==> src/rtl/uart_hub_pkg.sv <==
// Shared types and default key-code constants for the UART front-panel hub.
package uart_hub_pkg;

    localparam int unsigned BYTE_W = 8;

    typedef logic [BYTE_W-1:0] byte_t;

    typedef enum logic [1:0] {
        ST_IDLE  = 2'd0,
        ST_ARM   = 2'd1,
        ST_DRAIN = 2'd2
    } tx_state_e;

    localparam byte_t DEF_KEY_CODE_BASE = 8'h11;
    localparam byte_t DEF_KEY_CODE_STEP = 8'h11;

endpackage

==> src/rtl/sync_byte_fifo.sv <==
// Synchronous byte FIFO (power-of-two DEPTH); a pop on a full FIFO frees the
// slot for a push in the same cycle.
module sync_byte_fifo
    import uart_hub_pkg::*;
#(
    parameter int unsigned DEPTH = 8
) (
    input  logic                         sys_clk,
    input  logic                         sys_rst_n,
    input  logic                         push,
    input  logic [7:0]                   din,
    input  logic                         pop,
    output logic [7:0]                   dout,
    output logic                         full,
    output logic                         empty,
    output logic [$clog2(DEPTH+1)-1:0]   count
);

    localparam int unsigned PTR_W = $clog2(DEPTH);
    localparam int unsigned CNT_W = $clog2(DEPTH + 1);

    byte_t            mem [DEPTH];
    logic [PTR_W-1:0] wr_ptr;
    logic [PTR_W-1:0] rd_ptr;
    logic             push_ok_c;
    logic             pop_ok_c;
    logic [CNT_W-1:0] count_nx_c;

    always_comb begin
        pop_ok_c   = pop && !empty;
        push_ok_c  = push && (!full || pop_ok_c);
        count_nx_c = count;
        if (push_ok_c && !pop_ok_c) begin
            count_nx_c = count + CNT_W'(1);
        end else if (pop_ok_c && !push_ok_c) begin
            count_nx_c = count - CNT_W'(1);
        end
    end

    // Flags are registered alongside the count so they never glitch.
    always_ff @(posedge sys_clk) begin
        if (!sys_rst_n) begin
            wr_ptr <= '0;
            rd_ptr <= '0;
            count  <= '0;
            full   <= 1'b0;
            empty  <= 1'b1;
        end else begin
            if (push_ok_c) wr_ptr <= wr_ptr + PTR_W'(1);
            if (pop_ok_c)  rd_ptr <= rd_ptr + PTR_W'(1);
            count <= count_nx_c;
            full  <= (count_nx_c == CNT_W'(DEPTH));
            empty <= (count_nx_c == CNT_W'(0));
        end
    end

    always_ff @(posedge sys_clk) begin
        if (push_ok_c) mem[wr_ptr] <= din;
    end

    assign dout = mem[rd_ptr];

endmodule

==> src/rtl/uart_key_echo_hub.sv <==
// UART front-panel hub: key presses and echoed RX bytes are queued to the UART,
// and recent RX bytes are kept for display. Build macro UART_HUB_STATS_EN adds byte counters.
module uart_key_echo_hub
    import uart_hub_pkg::*;
#(
    parameter int unsigned NUM_KEYS      = 4,
    parameter int unsigned HIST_DEPTH    = 3,
    parameter int unsigned FIFO_DEPTH    = 8,
    parameter byte_t       KEY_CODE_BASE = DEF_KEY_CODE_BASE,
    parameter byte_t       KEY_CODE_STEP = DEF_KEY_CODE_STEP,
    parameter int unsigned ARM_TIMEOUT   = 15
) (
    input  logic                               sys_clk,
    input  logic                               sys_rst_n,
    input  logic [NUM_KEYS-1:0]                key_stable,
    input  logic                               echo_en,
    input  logic                               rx_valid,
    input  logic [7:0]                         rx_data,
    input  logic                               tx_busy,
    output logic                               tx_send,
    output logic [7:0]                         tx_data,
    output logic [8*HIST_DEPTH-1:0]            hist_data,
    output logic [$clog2(FIFO_DEPTH+1)-1:0]    fifo_count,
    output logic                               overflow,
    output logic [15:0]                        rx_count,
    output logic [15:0]                        tx_count
);

    localparam int unsigned ARM_W = $clog2(ARM_TIMEOUT + 1);

    logic [NUM_KEYS-1:0] key_q;
    logic [NUM_KEYS-1:0] pending;
    logic [NUM_KEYS-1:0] press_c;
    logic [NUM_KEYS-1:0] req_c;
    logic [NUM_KEYS-1:0] grant_c;
    logic                key_hit_c;
    logic                echo_req_c;
    logic                room_c;
    logic                push_c;
    logic                pop_c;
    logic                key_taken_c;
    byte_t               key_code_c;
    byte_t               din_c;
    byte_t               fifo_dout;
    logic                fifo_full;
    logic                fifo_empty;
    tx_state_e           state;
    logic [ARM_W-1:0]    arm_cnt;

    // Falling-edge press detect and lowest-index pick among requesting keys.
    always_comb begin
        press_c    = key_q & ~key_stable;
        req_c      = pending | press_c;
        grant_c    = '0;
        key_hit_c  = 1'b0;
        key_code_c = '0;
        for (int i = 0; i < int'(NUM_KEYS); i++) begin
            if (req_c[i] && !key_hit_c) begin
                key_hit_c  = 1'b1;
                grant_c[i] = 1'b1;
                key_code_c = KEY_CODE_BASE + 8'(i) * KEY_CODE_STEP;
            end
        end
    end

    // Echo wins the single write port; a pop this cycle counts as free space.
    always_comb begin
        pop_c       = (state == ST_IDLE) && !fifo_empty && !tx_busy;
        room_c      = !fifo_full || pop_c;
        echo_req_c  = rx_valid && echo_en;
        key_taken_c = !echo_req_c && key_hit_c && room_c;
        push_c      = (echo_req_c || key_hit_c) && room_c;
        din_c       = echo_req_c ? rx_data : key_code_c;
    end

    sync_byte_fifo #(
        .DEPTH (FIFO_DEPTH)
    ) u_tx_fifo (
        .sys_clk   (sys_clk),
        .sys_rst_n (sys_rst_n),
        .push      (push_c),
        .din       (din_c),
        .pop       (pop_c),
        .dout      (fifo_dout),
        .full      (fifo_full),
        .empty     (fifo_empty),
        .count     (fifo_count)
    );

    always_ff @(posedge sys_clk) begin
        if (!sys_rst_n) begin
            key_q    <= '1;
            pending  <= '0;
            overflow <= 1'b0;
        end else begin
            key_q   <= key_stable;
            pending <= req_c & ~({NUM_KEYS{key_taken_c}} & grant_c);
            if (echo_req_c && !room_c) overflow <= 1'b1;
        end
    end

    always_ff @(posedge sys_clk) begin
        if (!sys_rst_n) begin
            hist_data <= '0;
        end else if (rx_valid) begin
            for (int i = int'(HIST_DEPTH) - 1; i > 0; i--) begin
                hist_data[i*BYTE_W +: BYTE_W] <= hist_data[(i-1)*BYTE_W +: BYTE_W];
            end
            hist_data[BYTE_W-1:0] <= rx_data;
        end
    end

    // ARM waits for the UART to acknowledge by raising busy; a missing ack times out.
    always_ff @(posedge sys_clk) begin
        if (!sys_rst_n) begin
            state   <= ST_IDLE;
            tx_send <= 1'b0;
            tx_data <= '0;
            arm_cnt <= '0;
        end else begin
            tx_send <= 1'b0;
            case (state)
                ST_IDLE: begin
                    if (pop_c) begin
                        tx_send <= 1'b1;
                        tx_data <= fifo_dout;
                        arm_cnt <= '0;
                        state   <= ST_ARM;
                    end
                end
                ST_ARM: begin
                    if (tx_busy) begin
                        state <= ST_DRAIN;
                    end else if (arm_cnt == ARM_W'(ARM_TIMEOUT - 1)) begin
                        state <= ST_IDLE;
                    end else begin
                        arm_cnt <= arm_cnt + ARM_W'(1);
                    end
                end
                ST_DRAIN: begin
                    if (!tx_busy) state <= ST_IDLE;
                end
                default: state <= ST_IDLE;
            endcase
        end
    end

`ifdef UART_HUB_STATS_EN
    always_ff @(posedge sys_clk) begin
        if (!sys_rst_n) begin
            rx_count <= '0;
            tx_count <= '0;
        end else begin
            if (rx_valid) rx_count <= rx_count + 16'd1;
            if (pop_c)    tx_count <= tx_count + 16'd1;
        end
    end
`else
    assign rx_count = '0;
    assign tx_count = '0;
`endif

endmodule

==> config.mk <==
export PLATFORM = sky130hd
export DESIGN_NAME = uart_key_echo_hub
export DESIGN_NICKNAME = d
export VERILOG_FILES = /design/src/rtl/uart_hub_pkg.sv /design/src/rtl/sync_byte_fifo.sv /design/src/rtl/uart_key_echo_hub.sv
export SDC_FILE = /design/constraint.sdc
export NUM_CORES = 1
export LEC_CHECK = 0
export CAP_MARGIN = 20
export CORE_AREA = 2 2 99 111
export CTS_BUF_LIST = sky130_fd_sc_hd__clkbuf_16
export CTS_CLUSTER_DIAMETER = 120
export DETAILED_ROUTE_END_ITERATION = 12
export DIE_AREA = 0 0 101 113
export PLACE_DENSITY = 0.84
export SYNTH_ARGS = -nofsm -noshare
export SYNTH_HDL_FRONTEND = slang
export SYNTH_HIERARCHICAL = 1
export SYNTH_SLANG_ARGS = --single-unit
==> constraint.sdc <==
create_clock -name sys_clk -period 4.8 [get_ports sys_clk]
set_input_delay 1.44 -clock sys_clk [delete_from_list [all_inputs] [get_ports sys_clk]]
set_output_delay 1.44 -clock sys_clk [all_outputs]
set_load 0.005 [all_outputs]
# After elaboration in Yosys (flattened, before gate mapping)
# Memories as Yosys holds them, arrays and structs flattened. A register that Yosys moved wholly into a read port is not among the register bits.
# Cells that the tools add are included.
# op_classes
addsub,5
multipliers,0
div_mod_pow,0
n_lt_le_gt_ge,0
eq_ne,9
shifts,0
muxes,26
bitwise_logic,6
reduce_logical,35
# ops
operator,n
8-bit two-way mux,4
4-bit two-way mux,5
1-bit logical AND,14
4-bit AND,3
1-bit zero test,11
1-bit two-way mux,10
4-bit by 1-bit adder with 4-bit output (second input constant),2
4-bit == test (second input constant),2
2-bit two-way mux,4
4-bit NOT,2
4-bit case mux with 2 select lines,1
3-bit by 1-bit adder with 3-bit output (second input constant),2
2-bit inequality test (second input constant),3
2-bit case mux with 3 select lines,1
5-bit two-way mux,1
4-bit zero test,1
4-bit OR,1
2-bit AND reduction,2
4-bit AND reduction,1
4-bit by 1-bit subtractor with 4-bit output (second input constant),1
1-bit logical OR,3
3-bit inequality test (second input constant),1
3-bit AND reduction,1
2-bit by 1-bit == test with 1-bit output (second input constant),1
other kinds (4),4
# totals
register_bits,52
latchBits,0
mem_bits_rw,64
mem_bits_ro,0
in_bits,17
out_inout_bits,70
memories,1
# mem_list
name,depth,width,read_ports,rd_ports_with_merged_regs,wr,line_no,source
u_tx_fifo.mem,8,8,1,1,1,sync_byte_fifo.sv:22,byte_t mem [DEPTH];

# Logic depth before layout (Yosys ltp)
# Gate-level depths: netlist (run 1).
# depth
depth_word,21
depth_mapped,10

# Hierarchy
# Netlist (run 1), hierarchy kept.
# modules_own_cells
mod,instances,cells_each,area_per_inst_um2
sync_byte_fifo,1,177,3186.8
uart_key_echo_hub,1,236,2134.5

# Worst setup path before layout (run 1)
# Ideal clock, no wire load.
# synth_timing
path_kind,in2reg
start,in tx_busy
end,"mem u_tx_fifo/mem[0][0] (netlist name), enable pin"
setup_time_ps,383
arrival_time_ps,3574
slack_ps,842
stages,6
path_buffers,1
path_cell_list,or4_4 > clkbuf_1 > a32oi_1 > a21boi_1 > nand2b_1 > nor3_1
# synth_via
elab_chain_cells,7
word_cells_on_any_way,9
# synth_lines
element,line_no,source
"start, declared",uart_key_echo_hub.sv:19,"input logic tx_busy,"
1-bit zero test,n/a,
1-bit logical AND,uart_key_echo_hub.sv:68,pop_c = (state == ST_IDLE) && !fifo_empty && !tx_busy;
1-bit logical OR,uart_key_echo_hub.sv:69,room_c = !fifo_full || pop_c;
1-bit logical AND,uart_key_echo_hub.sv:72,push_c = (echo_req_c || key_hit_c) && room_c;
named net push_c,uart_key_echo_hub.sv:39,logic push_c;
1-bit logical AND,sync_byte_fifo.sv:31,push_ok_c = push && (!full || pop_ok_c);
1-bit two-way mux,sync_byte_fifo.sv:58,if (push_ok_c) mem[wr_ptr] <= din;
1-bit two-way mux (not written as such),sync_byte_fifo.sv:58,
"end, declared",sync_byte_fifo.sv:22,
# The timed path passes the listed nets, and every way through them passes these cells.

# Final worst setup path (run 1)
# layout_timing
start,in tx_busy
end,"mem u_tx_fifo/mem[6][1] (netlist name), enable pin"
# layout_via
elab_chain_cells,7
word_cells_on_any_way,9
# layout_lines
element,line_no
1-bit zero test *,n/a
1-bit logical AND *,uart_key_echo_hub.sv:68
1-bit logical OR / 1-bit logical AND (equally long branches),"uart_key_echo_hub.sv:69, sync_byte_fifo.sv:30"
1-bit logical AND / 1-bit logical OR (equally long branches),"uart_key_echo_hub.sv:72, sync_byte_fifo.sv:31"
1-bit logical AND *,sync_byte_fifo.sv:31
1-bit two-way mux *,sync_byte_fifo.sv:58
1-bit two-way mux (not written as such) *,sync_byte_fifo.sv:58
# Every way passes the cells marked *; elsewhere a longest branch is shown, timed or not.

==> metrics.yaml, run 1 <==
status: "finished clean"
syn_area_per_cell_um2: 12.9
max_freq_ghz: 0.245
post-route-period-util_pct: 85.1
p_total_mw: 2.71
core_area_um2: 10200
grt_max_degree: 28
setup_tns_ns: 0
skew_ns: 0.00837
fin_nets: 500
rsz0062_at_grt: "false"
drive_above_1_share_pct: 9.80
drt-wirelength-per-cell_um: 17.6
drt-initial-drc-count: 249
synth-seq-area-share_pct: 59.8
critPathBufInv: 2
grt_first_pass_wirelength_um: 17500
die_area_um2: 11400
holdPathEnd: "tx_data[1]"
ys_async_sr_fraction_pct: 0
dp_hpwl_um: 7470
drtPass1Iterations: 5
place_congestion: 0.793
ff2ff_setup_slack_ns: 1.83
relSlewSlack_pct: 45.5
antenna_found_initial: 0
critPathTopFamily: "simple AND/OR/NAND/NOR gates"
synth_seq_cells: 127
clock-root-buffer: "clkbuf_16"
yosys_warnings: 6
ys_types: 54
r2r_start: "state[1]"
grtUsageTotal_pct: 20.6
fin_crit_ns: 4.08
synth_edf_count: 64
yosys_most_used_dff: "edfxtp_1"
n_antenna_cell: 0
postCtsHoldBufs: 0
num-fill-cells: 742
via_count: 3339
cp_max_fo: 14
max_cap_violations: 0
ir_worst_vdd_uv: 285
cts_tree: "done"
cp.required_ns: 4.83
worstPathCellList: "clkdlybuf4s50_1 > or4_4 > clkinv_2 > nand2b_1 > a21boi_1 > nand2b_1 > nor2_1"
cp_common_cell: "nand2b_1"
cp-start-kind: "primary input"
layout_setup_ws_ns: 0.717
maxSlewViolCount: 0
critPathArrivalTime_ns: 4.12
insertion_delay_ns: 0.41
hold_ws_ns: 0.454
path_clk_slew_ns: 0.05
port_buffers: 54
wl_um: 10800
hp-class: "reg2reg"
h-tree-depth: 4
cp_slowest_cell: "nor2_1"
rows: 39
endpoint_kind: "register"
dieHeight_um: 113
grt_pass1_vias: 3357
cts_resized: 0
leakage_nw: 2.45
avgViaCountPerCell: 5.45
setup_viol_count_final: 0
crit_path_max_incr_delay_ns: 0.62
holdCritStartpoint: "tx_data[1]"
pre_cts_slack_ns: 0.338
postSynthCellCount: 413
cellPowerDensity_nw_per_um2: 425
rr_worst_depth: 6
die_x_um: 101
holdPathStages: 2
drc_errors: 0
worstMarginPinSlew_ns: 0.817
numCtsBuffers: 17
pin_count: 87
netlist_area_um2: 5320
initial_core_util_pct: 51.9
hold_viol: 0
area_growth_pct: 19.9
path_class: "in2reg"
gr-total-overflow: 0
post_cts_buffers: 0
clk_path_buf_depth: 2
detail-route-antenna-nets: 0
clock-sinks: 127
reg2reg_to: "u_tx_fifo/mem[6][1]"
-- registers in the layout (all words and copies together), names as in the netlist, named ones only --
register,flops
key_q,4
overflow,1
u_tx_fifo/empty,1
u_tx_fifo/mem,64
u_tx_fifo/wr_ptr,3
state,2
hist_data,24
pending,4
u_tx_fifo/rd_ptr,3
tx_data,8
u_tx_fifo/count,4
u_tx_fifo/full,1
tx_send,1
arm_cnt,4
-- cell usage in the layout, fill, tap and decap left out, drive strengths merged, types with 16 or more instances in the layout --
cell / count
clkbuf: 17
a21oi: 17
clkdlybuf4s50: 54
mux2i: 26
mux4: 16
nand2: 32
conb: 32
dfxtp: 63
nor2: 45
edfxtp: 64
inv: 16
-- layer usage --
| metal | GRT usage [%] | part of all wire [%] | wire, µm | vias up |
|---|---|---|---|---|
| li1 | - | - | - | 1556 |
| met1 | 24.9 | 42 | 4490 | 1630 |
| met2 | 33.9 | 51 | 5460 | 138 |
| met3 | 6.79 | 6.3 | 679 | 15 |
| met4 | 8.20 | 1.6 | 168 | 0 |
| met5 | 0 | 0 | 0 | - |
-- worst min-delay path, cell delays in order, from the launching register on --
cell     delay (ns)
dfxtp_1        0.30
nand2_1        0.05
a21oi_1        0.05
-- report_power, final --
group	total (mW)	leakage (nW)	switching (mW)	internal, mW
logic	0.317	1.06	0.160	0.157
registers	1.28	1.11	0.0513	1.23
clock network	1.12	0.279	0.428	0.689
-- cell families after synthesis --
logic type / count (synthesis) / synth area share (%)
flip-flops: 127 / 59.8
AND/OR/NAND/NOR: 119 / 10.7
buffers and inverters: 60 / 7.12
multiplexers: 50 / 14.5
AO/OA/AOI/OAI: 42 / 5.06
XOR/XNOR: 8 / 1.32
adder cells (fa/ha/maj): 6 / 1.41
other: 1 / 0.0705
-- synthesized netlist by cell type, drive strengths merged, types with 3 or more instances --
cell type / n / share of area, %
a21oi: 17 / 1.7
nand3: 5 / 0.47
nor3: 5 / 0.66
buf: 41 / 5.8
o21ai: 7 / 0.66
xor2: 4 / 0.66
nand2b: 9 / 1.1
or3: 3 / 0.35
mux4: 16 / 7.9
ha: 6 / 1.4
clkbuf: 8 / 0.56
a31oi: 3 / 0.35
and3: 4 / 0.47
nor2b: 3 / 0.35
nor2: 45 / 3.2
dfxtp: 63 / 24
xnor2: 4 / 0.66
mux2i: 26 / 4.9
edfxtp: 64 / 36
nand2: 32 / 2.3
inv: 10 / 0.71
mux2: 8 / 1.7
-- stage by stage --
stage	util (%)	instance area (µm²)	cells
global placement	57.2	5860	581
floorplan	-	5440	444
detailed placement	57.2	5860	581
CTS	62.3	6380	613
global route	62.3	6380	613
finish	62.3	6380	613
-- area by class of cell --
| type | instances | area, µm² | share of cell area [%] |
|---|---|---|---|
| repair buffers | 63 | 608 | 9.53 |
| flip-flops and latches | 127 | 3180 | 49.9 |
| clock buffers | 17 | 425 | 6.67 |
| well taps | 123 | 154 | 2.41 |
| inverters | 11 | 42.5 | 0.667 |
| multi-input cells | 257 | 1880 | 29.4 |
| clock inverters | 15 | 92.6 | 1.45 |
-- worst max-delay path by stage --
stage,start,cells after the start,slack (ns),end
after detailed placement,tx_busy,7,0.34,u_tx_fifo/mem[6][7]
final,tx_busy,7,0.72,u_tx_fifo/mem[6][1]
after floorplan,tx_busy,6,0.84,u_tx_fifo/mem[0][0]
after CTS,tx_busy,7,0.76,u_tx_fifo/mem[6][1]
after global placement,tx_busy,7,0.46,u_tx_fifo/mem[3][1]
after global routing,tx_busy,7,0.60,u_tx_fifo/mem[6][7]
(Power assumes the default switching activity.)
==> run 2: changes to the inputs <==
==> constraint.sdc (replaced) <==
create_clock -name sys_clk -period 4.8 [get_ports sys_clk]
set_input_delay 0.72 -clock sys_clk [delete_from_list [all_inputs] [get_ports sys_clk]]
set_output_delay 0.72 -clock sys_clk [all_outputs]
set_load 0.005 [all_outputs]
==> metrics.yaml, run 2 (synthesized netlist as in run 1, its figures left out) <==
area_growth_pct: 19.7  # was 19.9%
core_area_um2: 10200  # unchanged
globalRouteMet3Util_pct: 6.49  # was 6.79%
cp_max_fo: 13  # was 14
crit_path_max_incr_delay_ns: 0.64  # was 0.62 ns
setup_tns_ns: 0  # unchanged
via_count: 3344  # was 3,339
insertion_delay_ns: 0.41  # about the same
drt-initial-drc-count: 254  # was 249
cp.required_ns: 4.83  # about the same
share_seq_of_total_power_pct: 46.5  # was 47.1%
worstPathCellList: "clkdlybuf4s50_1 > or4_4 > a32oi_1 > a21boi_1 > nand2b_1 > nor2_1"  # was clkdlybuf4s50_1 > or4_4 > clkinv_2 > nand2b_1 > a21boi_1 > nand2b_1 > nor2_1
grt_first_pass_wirelength_um: 16700  # was 17,500 µm
endpoint_kind: "register"  # unchanged
sw_frac_of_total_pct: 24.6  # was 23.6%
dp_hpwl_um: 7130  # was 7470 µm
cp_slowest_cell: "nor2_1"  # unchanged
path_clk_slew_ns: 0.06  # was 0.05 ns
power.switching_uw: 675  # was 640 µW
reg2reg_to: "u_tx_fifo/mem[6][5]"  # was u_tx_fifo/mem[6][1]
gr-total-overflow: 0  # unchanged
antenna_found_initial: 0  # unchanged
cp-start-kind: "primary input"  # unchanged
die_x_um: 101  # unchanged
largest_reg_flops: 64  # unchanged
rows: 39  # unchanged
max_freq_ghz: 0.286  # was 0.245 GHz
numCtsBuffers: 17  # unchanged
cts_tree: "done"  # unchanged
relSlewSlack_pct: 35.2  # was 45.5%
final_util_pct: 62.2  # was 62.3%
drc_errors: 0  # unchanged
ff2ff_setup_slack_ns: 1.69  # was 1.83 ns
leakage_nw: 2.43  # was 2.45 nW
r2r_start: "state[1]"  # unchanged
power_frac_comb_pct: 11.5  # was 11.7%
met1_usage_pct: 23.2  # was 24.9%
postCtsHoldBufs: 0  # unchanged
rsz0062_at_grt: "false"  # unchanged
layout_commonest_cell: "edfxtp_1"  # unchanged
port_buffers: 54  # unchanged
met2_usage_pct: 33.9  # about the same
p_int_mw: 2.06  # was 2.07 mW
num-fill-cells: 748  # was 742
die_area_um2: 11400  # unchanged
p_total_mw: 2.74  # was 2.71 mW
rr_worst_depth: 5  # was 6
n_antenna_cell: 0  # unchanged
worstSetupEndpoint: "u_tx_fifo/mem[6][5]"  # was u_tx_fifo/mem[6][1]
top_regs: "u_tx_fifo/mem: 64 flops, hist_data: 24 flops, tx_data: 8 flops"  # unchanged
maxSlewViolCount: 0  # unchanged
fin_crit_ns: 3.50  # was 4.08 ns
setup_viol_count_final: 0  # unchanged
post_cts_buffers: 0  # unchanged
wl_um: 10900  # was 10,800 µm
grt-busiest-layer: "met2"  # unchanged
critPathTopFamily: "simple AND/OR/NAND/NOR gates"  # unchanged
drtPass1Iterations: 5  # unchanged
crit_start: "tx_busy"  # unchanged
placed_cell_area_um2: 5830  # was 5860 µm²
most-common-layout-cells: "edfxtp_1, dfxtp_1, clkdlybuf4s50_1"  # unchanged
power.share.clock_pct: 41.9  # was 41.2%
fin_nets: 496  # was 500
design_area_um2: 6370  # was 6380 µm²
regMostFlops: "u_tx_fifo/mem"  # unchanged
place_congestion: 0.813  # was 0.793
avgViaCountPerCell: 5.49  # was 5.45
initial_core_util_pct: 51.9  # unchanged
max_cap_violations: 0  # unchanged
status: "finished clean"  # unchanged
worstMarginPinSlew_ns: 0.958  # was 0.817 ns
path_class: "in2reg"  # unchanged
drive_above_1_share_pct: 10.5  # was 9.80%
ir_worst_vdd_uv: 325  # was 285 µV
grtUsageTotal_pct: 19.6  # was 20.6%
hp-class: "reg2reg"  # unchanged
pin_count: 87  # unchanged
post-route-period-util_pct: 72.9  # was 85.1%
grt_pass1_vias: 3225  # was 3,357
clock-root-buffer: "clkbuf_16"  # unchanged
hold_viol: 0  # unchanged
grt_max_degree: 28  # unchanged
critPathBufInv: 1  # was 2
detail-route-antenna-nets: 0  # unchanged
critPathArrivalTime_ns: 3.53  # was 4.12 ns
cts_resized: 0  # unchanged
clock-sinks: 127  # unchanged
h-tree-depth: 4  # unchanged
skew_ns: 0.0114  # was 0.00837 ns
cp.depth: 6  # was 7
clk_path_buf_depth: 2  # unchanged
dieHeight_um: 113  # unchanged
cellPowerDensity_nw_per_um2: 430  # was 425 nW/µm²
drt-wirelength-per-cell_um: 17.8  # was 17.6 µm
==> run 2: cell type report <==
cell class	count	area, µm²	area share (%)
flip-flops and latches	127	3180	50.0
multi-input cells	257	1880	29.4
clock buffers	18	450	7.07
inverters	11	42.5	0.668
clock inverters	14	90.1	1.41
well taps	123	154	2.42
repair buffers	59	576	9.03
==> run 2: worst min-delay path by stage <==
stage / from / to / slack [ns] / cells past startpoint
CTS: tx_data[1] / tx_data[1] / 0.47 / 2
global route: tx_data[7] / tx_data[7] / 0.49 / 2
detailed placement: tx_data[3] / tx_data[3] / 0.46 / 2
finish: tx_data[1] / tx_data[1] / 0.46 / 2
global placement: tx_data[0] / tx_data[0] / 0.45 / 2
floorplan: tx_data[0] / tx_data[0] / 0.45 / 2
==> run 2: stage by stage <==
step	std cells	setup WS, ns	hold slack (ns)
after floorplan	444	1.56	0.453
after global placement	576	1.10	0.448
after detailed placement	576	0.989	0.456
after CTS	608	1.34	0.466
after global routing	609	1.06	0.489
final	609	1.30	0.461
==> run 2: metal layers <==
layer  part of all wire, %  vias to the layer above
li1                      -                     1556
met1                    41                     1627
met2                    51                      153
met3                   6.1                        8
met4                   1.1                        0
met5                     0                        -
==> run 2: power by group through the flow <==
stage / combinational (mW) / clock (mW) / sequential [mW]
floorplan: 0.225 / 0 / 1.28
global placement: 0.298 / 0 / 1.29
detailed placement: 0.307 / 0 / 1.30
CTS: 0.315 / 1.16 / 1.28
global route: 0.344 / 1.21 / 1.28
finish: 0.316 / 1.15 / 1.28
==> run 2: worst reg2reg max path: stages, from the launching register on <==
cell	delay, ns
dfxtp_1	0.35
or4_4	0.65
a32oi_1	0.46
a21boi_1	0.42
nand2b_1	0.22
nor2_1	0.64
